## src/rtl/id_stage.sv

```systemverilog
// RV32I decode stage: registers one decoded instruction between fetch and execute,
// generates immediates, flags unknown opcodes and stalls on read-after-write hazards.
module id_stage #(
  parameter int XLEN       = 32,
  parameter int REG_ADDR_W = 5
) (
  input  logic                  clk,
  input  logic                  rst,
  input  logic                  in_valid,
  output logic                  in_ready,
  input  logic [31:0]           in_inst,
  input  logic [XLEN-1:0]       in_pc,
  input  logic                  flush,
  output logic                  out_valid,
  input  logic                  out_ready,
  output logic [XLEN-1:0]       out_pc,
  output logic [REG_ADDR_W-1:0] out_rs1,
  output logic [REG_ADDR_W-1:0] out_rs2,
  output logic [REG_ADDR_W-1:0] out_rd,
  output logic [XLEN-1:0]       out_imm,
  output logic                  out_wen,
  output logic                  out_mem_re,
  output logic                  out_mem_we,
  output logic                  out_illegal,
  input  logic                  wb_en,
  input  logic [REG_ADDR_W-1:0] wb_addr
);

  localparam int NUM_REGS = 2 ** REG_ADDR_W;

  typedef enum logic [6:0] {
    OP_R      = 7'b0110011,
    OP_IMM    = 7'b0010011,
    OP_JALR   = 7'b1100111,
    OP_LOAD   = 7'b0000011,
    OP_STORE  = 7'b0100011,
    OP_BRANCH = 7'b1100011,
    OP_LUI    = 7'b0110111,
    OP_AUIPC  = 7'b0010111,
    OP_JAL    = 7'b1101111
  } opcode_t;

  typedef struct packed {
    logic [XLEN-1:0]       pc;
    logic [REG_ADDR_W-1:0] rs1;
    logic [REG_ADDR_W-1:0] rs2;
    logic [REG_ADDR_W-1:0] rd;
    logic [XLEN-1:0]       imm;
    logic                  wen;
    logic                  mem_re;
    logic                  mem_we;
    logic                  illegal;
  } bundle_t;

  bundle_t               dec;
  bundle_t               out_q;
  logic                  out_valid_q;
  logic [NUM_REGS-1:0]   pend;
  logic [NUM_REGS-1:0]   pend_next;
  logic                  hazard;
  logic                  in_fire;
  logic                  out_fire;

  // ---------------------------------------------------------------------------
  // Combinational decode of the incoming instruction
  // ---------------------------------------------------------------------------
  always_comb begin
    logic [REG_ADDR_W-1:0] f_rs1;
    logic [REG_ADDR_W-1:0] f_rs2;
    logic [REG_ADDR_W-1:0] f_rd;
    logic [31:0]           imm32;
    // NOTE: every combinational output gets a default up front so no path
    // through the case statement leaves a value unassigned (no latches).
    dec     = '0;
    imm32   = '0;
    f_rs1   = REG_ADDR_W'(in_inst[19:15]);
    f_rs2   = REG_ADDR_W'(in_inst[24:20]);
    f_rd    = REG_ADDR_W'(in_inst[11:7]);
    dec.pc  = in_pc;
    case (in_inst[6:0])
      OP_R: begin
        dec.rs1 = f_rs1; dec.rs2 = f_rs2; dec.rd = f_rd; dec.wen = 1'b1;
      end
      OP_IMM, OP_JALR: begin
        dec.rs1 = f_rs1; dec.rd = f_rd; dec.wen = 1'b1;
        imm32   = {{20{in_inst[31]}}, in_inst[31:20]};
      end
      OP_LOAD: begin
        dec.rs1 = f_rs1; dec.rd = f_rd; dec.wen = 1'b1; dec.mem_re = 1'b1;
        imm32   = {{20{in_inst[31]}}, in_inst[31:20]};
      end
      OP_STORE: begin
        dec.rs1 = f_rs1; dec.rs2 = f_rs2; dec.mem_we = 1'b1;
        imm32   = {{20{in_inst[31]}}, in_inst[31:25], in_inst[11:7]};
      end
      OP_BRANCH: begin
        dec.rs1 = f_rs1; dec.rs2 = f_rs2;
        imm32   = {{19{in_inst[31]}}, in_inst[31], in_inst[7],
                   in_inst[30:25], in_inst[11:8], 1'b0};
      end
      OP_LUI, OP_AUIPC: begin
        dec.rd = f_rd; dec.wen = 1'b1;
        imm32  = {in_inst[31:12], 12'h000};
      end
      OP_JAL: begin
        dec.rd = f_rd; dec.wen = 1'b1;
        imm32  = {{11{in_inst[31]}}, in_inst[31], in_inst[19:12],
                  in_inst[20], in_inst[30:21], 1'b0};
      end
      default: dec.illegal = 1'b1;
    endcase
    // x0 is never a real destination, so it never enters the scoreboard.
    if (dec.rd == '0) dec.wen = 1'b0;
    dec.imm = XLEN'($signed(imm32));
  end

  // ---------------------------------------------------------------------------
  // Hazard detection and handshakes
  // ---------------------------------------------------------------------------
  function automatic logic src_hazard(input logic [REG_ADDR_W-1:0] rs);
    logic busy_sb;
    logic busy_held;
    busy_sb   = pend[rs] && !(wb_en && wb_addr == rs);
    busy_held = out_valid_q && out_q.wen && out_q.rd == rs;
    return (rs != '0) && (busy_sb || busy_held);
  endfunction

  always_comb begin
    hazard = src_hazard(dec.rs1) || src_hazard(dec.rs2);
  end

  assign in_ready = !flush && (!out_valid_q || out_ready) && !hazard;
  assign in_fire  = in_valid && in_ready;
  // A flush cancels any transfer of the held bundle in the same cycle.
  assign out_fire = out_valid_q && out_ready && !flush;

  // ---------------------------------------------------------------------------
  // Output register
  // ---------------------------------------------------------------------------
  always_ff @(posedge clk) begin
    // NOTE: sequential state uses non-blocking assignments only, so every
    // register samples the pre-edge values regardless of statement order.
    if (rst) begin
      out_valid_q <= 1'b0;
      out_q       <= '0;
    end else if (flush) begin
      out_valid_q <= 1'b0;
    end else if (in_fire) begin
      out_valid_q <= 1'b1;
      out_q       <= dec;
    end else if (out_ready) begin
      out_valid_q <= 1'b0;
    end
  end

  assign out_valid   = out_valid_q;
  assign out_pc      = out_q.pc;
  assign out_rs1     = out_q.rs1;
  assign out_rs2     = out_q.rs2;
  assign out_rd      = out_q.rd;
  assign out_imm     = out_q.imm;
  assign out_wen     = out_q.wen;
  assign out_mem_re  = out_q.mem_re;
  assign out_mem_we  = out_q.mem_we;
  assign out_illegal = out_q.illegal;

  // ---------------------------------------------------------------------------
  // Register scoreboard
  // ---------------------------------------------------------------------------
  always_comb begin
    pend_next = pend;
    if (wb_en && wb_addr != '0) pend_next[wb_addr] = 1'b0;
    // Applied after the clear so a same-index set in the same cycle wins.
    if (out_fire && out_q.wen) pend_next[out_q.rd] = 1'b1;
  end

  always_ff @(posedge clk) begin
    // NOTE: the scoreboard is real control state, not a data array, so it is
    // reset; a stale pending bit after reset would deadlock decode.
    if (rst) pend <= '0;
    else     pend <= pend_next;
  end

endmodule

```

## config.mk

```make
export PLATFORM = sky130hd
export DESIGN_NAME = id_stage
export DESIGN_NICKNAME = d
export VERILOG_FILES = /design/src/rtl/id_stage.sv
export SDC_FILE = /design/constraint.sdc
export NUM_CORES = 1
export LEC_CHECK = 0
export ABC_AREA = 0
export ABC_CLOCK_PERIOD_IN_PS = 3700
export BUFFER_PORTS_ARGS = -buffer_cell sky130_fd_sc_hd__buf_4
export CORE_MARGIN = 3
export CORE_UTILIZATION = 30
export DETAILED_ROUTE_END_ITERATION = 8
export PLACE_DENSITY = 0.47
export SYNTH_ARGS = -nofsm -noshare
export SYNTH_HDL_FRONTEND = slang
export SYNTH_SLANG_ARGS = --single-unit
```

## constraint.sdc

```tcl
create_clock -name clk -period 3.7 [get_ports clk]
set_clock_uncertainty 0.2 [all_clocks]
set_input_delay 0.74 -clock clk [delete_from_list [all_inputs] [get_ports clk]]
set_output_delay 0.74 -clock clk [all_outputs]
set_load 0.01 [all_outputs]
```

Word level (Yosys, flattened, before mapping)
Index checks and enable logic that the tools add are counted. Widths: inputs -> output; s select.

ROM bits: 0. Register bits after elaboration: 116. Memories: 0. Bits in writable memories: 0. Logic and storage cells: 95. Latch bits: 0. Output and inout bits: 85.

Add/sub/neg operators: 0. Bitwise logic cells: 4. Multiplexer cells: 21. Equality and inequality tests: 13. Order comparisons: 6. Reductions and logical operators: 40. Divide/modulo/power cells: 0. Multipliers: 0. Shift-type cells: 0.

Operators with widths (count): $pmux 32 s5 (1); $mux 32 (2); $and 32x32->32 (1); $not 32->32 (1); $or 32x32->32 (1); $lt 5x6->1 const B (4); $eq 7x6->1 const B (3); $eq 7x7->1 const B (3); $eq 5x5->1 (4); $logic_and 1x1->1 (18); $mux 5 (3); $reduce_bool 5->1 (3); $eq 7x5->1 const B (2); $mux 1 (11); $bmux 1 s5 (2); $demux 1 s5 (2); $ge 5x1->1 const B (2); $reduce_or 9->1 (1); $eq 7x2->1 const B (1); $reduce_or 7->1 (1); $reduce_or 3->1 (2); $reduce_or 6->1 (1); $logic_not 1->1 (5); $logic_not 5->1 (1); other kinds (5) (9).

Depth between registers and ports, before layout
Gate-level depths: netlist of run 1.

Word-level depth: 14. Mapped depth: 11.

Least setup slack after synthesis of run 1
OpenSTA, ideal clock, no wires.

Kind: input -> output. Start point: in in_inst[15]. End point: out in_ready. Data arrival time: 2.288 ns. Stages: 7. Data required time: 2.760 ns. Setup slack: 0.472 ns. Buffers on the path: 1. Cell sequence: buf_2 -> mux2_2 -> a221o_1 -> a32oi_1 -> o32ai_1 -> a31oi_1 -> o21a_1.

Word-level cells in the longest chain between the ends: 10. Elaborated cells between the ends (all ways): 15.

RTL lines: start: declaration (line 11) `input logic [31:0] in_inst,`; $mux 5 * (line 80) `case (in_inst[6:0])`; parallel branches: the longest is 5 deep, another holds $bmux 1 s5; $logic_and 1x1->1 * (line 125) `return (rs != '0) && (busy_sb || busy_held);`; $logic_or 1x1->1 * (line 129) `hazard = src_hazard(dec.rs1) || src_hazard(dec.rs2);`; $logic_not 1->1 * (line 132) `assign in_ready = !flush && (!out_valid_q || out_ready) && !hazard;`; $logic_and 1x1->1 * (line 132); end: declaration (line 10) `output logic in_ready,`.

Mark *: on every way between the ends. The select of a mux whose other input is x is not followed.

Final worst setup path of run 1
Ends and elaborated chain as after synthesis.

==> flow_summary.json, run 1 <==
{
  "status": "complete, no violations",
  "crit_required_ns": 2.76,
  "syn_inst": 741,
  "path_class": "input port to output port",
  "fillers": 2068,
  "setup_violations": 0,
  "cp_top_family": "compound AO/OA/AOI/OAI gates",
  "grtUsageTotal": 0.186,
  "root_buffer": "clkbuf_16",
  "whs_ns": 0.259,
  "gp_congestion": 0.856,
  "synth_fp_nets": 816,
  "grt_pass1_wl_mm": 32.7,
  "yosysMostFrequentCell": "nand2_1",
  "cap_violations": 0,
  "hold_viol": 0,
  "wire_per_inst_um": 18.4,
  "antenna_found_initial": 0,
  "fmax_ghz": 0.279,
  "cts_buffer_depth": 2,
  "vias_per_cell": 5.04,
  "wl_mm": 21.3,
  "synth-async-reset-ratio": 0,
  "min-delay-start": "out_rs1[4]$_SDFFE_PP0P_",
  "ys_seq_area_frac": 0.371,
  "antenna_cells": 0,
  "worstMarginPinSlew_ns": 0.774,
  "final_util": 0.408,
  "coreArea_um2": 20400,
  "fin_nets": 952,
  "final_area_um2": 8300,
  "synth_area_um2": 6260,
  "clkTransAtPathRegs_ns": 0.06,
  "synth_edf_count": 0,
  "max_stage_delay_ns": 0.37,
  "hold_buffers": 0,
  "path_max_fanout": 12,
  "drt_iter0_markers": 324,
  "drt_pre_antenna_iters": 5,
  "hp-class": "flip-flop to flip-flop",
  "cts_tree": "built",
  "clock_latency_ns": 0.42,
  "power.density_nw_per_um2": 401,
  "io_pins": 160,
  "end_kind": "output port",
  "timing.rr.start": "out_rd[0]$_SDFFE_PP0P_",
  "cpMaxStageDelayCell": "mux2_2",
  "cts_htree_levels": 4,
  "die_x_um": 150,
  "port_buffers": 159,
  "finalSetupTns_ns": 0,
  "layout_setup_ws_ns": 0.112,
  "startpoint": "in_inst[15]",
  "grt_pass1_vias": 5465,
  "ir_worst_vdd_uv": 264,
  "gr-total-overflow": 0,
  "synth_flop_cell": "dfxtp_1",
  "ys_ff_latch": 116,
  "synth_area_leader_cell": "dfxtp_1",
  "die_h_um": 150,
  "initial_utilization": 0.307,
  "numCtsBuffers": 17,
  "period_minus_slack_ns": 3.59,
  "drc_errors": 0,
  "area.growth.synth_to_final_pct": 32.7,
  "synth_top_area_frac": 0.371,
  "avgSynthCellArea_um2": 8.44,
  "synthTopCellsByArea": "dfxtp_1 (37%), mux2i_1 (10%), nand2_1 (8.4%)",
  "period_share": 0.970,
  "vias": 5846,
  "place_ws_ns": 0.105,
  "yosysWarnings": 0,
  "ant_nets": 0,
  "rsz0062_at_grt": "no",
  "synthTopCellsByCount": "nand2_1 (140), dfxtp_1 (116), mux2i_1 (64)",
  "dpl_cell_area_um2": 7700,
  "dieArea_um2": 22600,
  "synthDistinctLibCells": 66,
  "drive_gt1_frac": 0.294,
  "grt_max_degree": 64,
  "crit_top_cell": "buf_4",
  "dp_hpwl_mm": 15.5,
  "rows": 52,
  "crit_arrival_ns": 2.65,
  "crit_chain": "buf_4 -> mux2_2 -> a221o_1 -> a32oi_1 -> o32ai_1 -> a31oi_1 -> o21a_1 -> buf_4",
  "p_leak_nw": 3.59,
  "cts.sinks": 116,
  "cp-start-kind": "input port",
  "maxSlewHeadroom": 0.483,
  "crit_buf_inv": 2,
  "slew_viol_final": 0
}
-- kinds of logic after synthesis --
logic type | count (synthesis) | share of synthesized area
simple gates | 296 | 0.228
compound gates | 150 | 0.148
flops | 116 | 0.371
mux | 101 | 0.188
buf+inv | 64 | 0.0450
xor+xnor | 14 | 0.0196
-- area by class of cell --
type / instances / area [um^2] / share of cell area
Sequential cell: 116 / 2320 / 0.280
Inverter: 3 / 11.3 / 0.00136
Tap cell: 270 / 338 / 0.0407
Timing Repair Buffer: 178 / 1370 / 0.165
Clock buffer: 17 / 425 / 0.0512
Clock inverter: 15 / 174 / 0.0209
Multi-Input combinational cell: 561 / 3660 / 0.441
-- worst min-delay path: cells and delay by family, from the launching register on --
family,cells,cell delay [ns]
flops,1,0.31
simple gates,1,0.05
mux,1,0.05
-- path summary, 6_finish.rpt --
check | to | slack, ns | cells after the start
worst max-delay path | in_ready | 0.11 | 8
worst min-delay path | out_rs1[4]$_SDFFE_PP0P_ | 0.26 | 2
worst max register to register | out_pc[13]$_SDFFE_PP0P_ | 0.65 | 9
worst min register to register | out_rs1[4]$_SDFFE_PP0P_ | 0.26 | 2
-- stage by stage --
step | cells | power, mW
after CTS | 1160 | 3.38
after global placement | 1128 | 1.68
after global routing | 1160 | 3.46
final | 1160 | 3.33
after floorplan | 741 | 1.51
after detailed placement | 1128 | 1.68
-- state kept, by name (all words and copies together) (netlist names) --
signal	cells
out_illegal	1
out_imm	32
out_mem_re	1
out_mem_we	1
out_pc	32
out_rd	5
out_rs1	5
out_rs2	5
out_valid	1
out_wen	1
pend	32
-- repair_timing --
action / in CTS / in global routing
setup endpoints to repair: 0 / 1
resized for setup: 0 / 4
setup buffers: 0 / 0
-- placed cells by master (no fill, tap or decap), types with 6 or more instances in the layout --
master	Yosys	routed
buf_4	5	175
nand2_1	140	140
dfxtp_1	116	115
mux2i_1	64	64
a21oi_1	57	57
nor2_1	43	43
o21ai_0	40	40
nor2b_1	36	36
mux2_2	26	26
nand3_1	18	17
clkbuf_16	0	17
mux4_2	10	10
xnor2_1	7	7
xor2_1	7	7
nand3b_1	7	7
a211oi_1	6	6
and2_1	6	6
nand2b_1	6	6
-- metal layers --
| metal | vias up | global-route usage | part of all wire |
|---|---|---|---|
| met5 | - | 0 | 0 |
| met4 | 0 | 0.0416 | 0.0089 |
| met3 | 14 | 0.0533 | 0.078 |
| met2 | 201 | 0.277 | 0.44 |
| met1 | 2745 | 0.268 | 0.47 |
| li1 | 2886 | - | - |
-- power breakdown --
group / switching (mW) / total, mW / internal (mW)
sequential: 0.0126 / 1.29 / 1.27
combinational: 0.203 / 0.368 / 0.164
clock: 0.669 / 1.68 / 1.01
total: 0.885 / 3.33 / 2.45
No activity file was read; power rests on OpenSTA's default activity.
==> run 2: changes to the inputs <==
==> constraint.sdc (replaced) <==
create_clock -name clk -period 3.7 [get_ports clk]
set_clock_uncertainty 0.2 [all_clocks]
set_input_delay 0.555 -clock clk [delete_from_list [all_inputs] [get_ports clk]]
set_output_delay 0.555 -clock clk [all_outputs]
set_load 0.01 [all_outputs]
==> run 2 against run 1 <==
First-iteration DRC count rose by 22%. Final area fell by 0.68%. Non-clock buffer count fell by 9. Fmax rose by 4.6%. Hold slack got worse by 0.13 ns. Sequential cell count did not move. Routed wire length fell by 1.4%. Total power rose by 1.7%. Critical endpoint unchanged. Critical path depth did not move.
==> flow_summary.json, run 2 (same netlist as run 1, synthesis figures left out) <==
{
  "status": "complete, no violations",
  "initial_utilization": 0.307,
  "fin_nets": 943,
  "switching_share": 0.259,
  "register_area_um2": 2320,
  "rsz0062_at_grt": "no",
  "numCtsBuffers": 17,
  "fillers": 2100,
  "crit_arrival_ns": 2.68,
  "cap_violations": 0,
  "vias_per_cell": 5.06,
  "dieArea_um2": 22600,
  "path_max_fanout": 11,
  "die_h_um": 150,
  "ir_worst_vdd_uv": 257,
  "ant_nets": 0,
  "gp_congestion": 0.806,
  "die_x_um": 150,
  "layout_common_cells": "buf_4 (166), nand2_1 (140), dfxtp_1 (116), mux2i_1 (64), a21oi_1 (57)",
  "wire_per_inst_um": 18.3,
  "cpMaxStageDelayCell": "and4bb_1",
  "gr-total-overflow": 0,
  "antenna_cells": 0,
  "path_class": "input port to output port",
  "hp-class": "input port to flip-flop",
  "drive_gt1_frac": 0.284,
  "wl_mm": 21.0,
  "grtUsageTotal": 0.184,
  "worstMarginPinSlew_ns": 1.04,
  "postCtsSetupBuffers": 0,
  "fmax_ghz": 0.291,
  "seq_power_share": 0.379,
  "port_buffers": 159,
  "io_pins": 160,
  "hold_buffers": 0,
  "maxSlewHeadroom": 0.309,
  "rows": 52,
  "cts.repair.resized": 0,
  "cts.sinks": 116,
  "grt_pass1_vias": 5506,
  "dpl_cell_area_um2": 7630,
  "slew_viol_final": 0,
  "crit_required_ns": 2.94,
  "max_stage_delay_ns": 0.48,
  "cts_buffer_depth": 2,
  "area.growth.synth_to_final_pct": 31.8,
  "final_util": 0.405,
  "grt_pass1_wl_mm": 32.3,
  "final_area_um2": 8250,
  "cts_tree": "built",
  "period_minus_slack_ns": 3.43,
  "cp-start-kind": "input port",
  "coreArea_um2": 20400,
  "antenna_found_initial": 0,
  "drt_iter0_markers": 395,
  "p_leak_nw": 3.56,
  "cts_htree_levels": 4,
  "p_sw_mw": 0.880,
  "layout_setup_ws_ns": 0.269,
  "final_common_cell": "buf_4",
  "end_kind": "output port",
  "dp_hpwl_mm": 14.9,
  "hold_viol": 0,
  "vias": 5820,
  "place_ws_ns": 0.158,
  "multi_input_area_um2": 3650,
  "p_comb_frac": 0.106,
  "power.internal_mw": 2.51,
  "period_share": 0.927,
  "final_cells": 1151,
  "finalSetupTns_ns": 0,
  "finalPower_mw": 3.39,
  "clock_latency_ns": 0.42,
  "crit_top_cell": "buf_4",
  "drc_errors": 0,
  "grt_max_degree": 108,
  "power.density_nw_per_um2": 411,
  "clockPowerShare": 0.514,
  "dp_cells": 1119,
  "clkTransAtPathRegs_ns": 0.06,
  "crit_chain": "buf_4 -> and4bb_1 -> nand3_1 -> a2111oi_2 -> a21oi_1 -> a221oi_2 -> o21a_1 -> buf_4",
  "setup_violations": 0,
  "drt_pre_antenna_iters": 4,
  "whs_ns": 0.126,
  "root_buffer": "clkbuf_16"
}
## run 2: critical path: cells and delay by family
kind                   cells  cell delay [ns]
and+or+nand+nor            2             0.81
AOI/OAI and AO/OA          4             1.04
buffers and inverters      2             0.26
## run 2: power by group through the flow
stage	sequential [mW]	combinational, mW	clock [mW]
finish	1.29	0.361	1.74
global route	1.29	0.392	1.83
CTS	1.29	0.363	1.78
detailed placement	1.31	0.363	0
global placement	1.31	0.364	0
floorplan	1.32	0.186	0
## run 2: path summary, 6_finish.rpt
kind / startpoint / end / slack (ns) / cells after the start
setup / recovery: in_inst[2] / in_ready / 0.27 / 8
hold / removal: flush / out_valid$_SDFFE_PP0P_ / 0.13 / 2
setup reg to reg: out_rd[3]$_SDFFE_PP0P_ / out_pc[2]$_SDFFE_PP0P_ / 0.51 / 9
hold reg to reg: out_pc[26]$_SDFFE_PP0P_ / out_pc[26]$_SDFFE_PP0P_ / 0.26 / 2
## run 2: cell type report
type                       count  area share
clock buffer                  17      0.0516
clock inverter                15      0.0234
inverter                       3     0.00137
multi-input combinational    561       0.443
sequential                   116       0.282
tap                          270      0.0410
timing repair buffer         169       0.158
## run 2: routing by layer
metal	routed length (um)	GRT usage
met2	9010	0.271
met5	0	0
met1	10300	0.267
met4	256	0.0435
met3	1490	0.0509
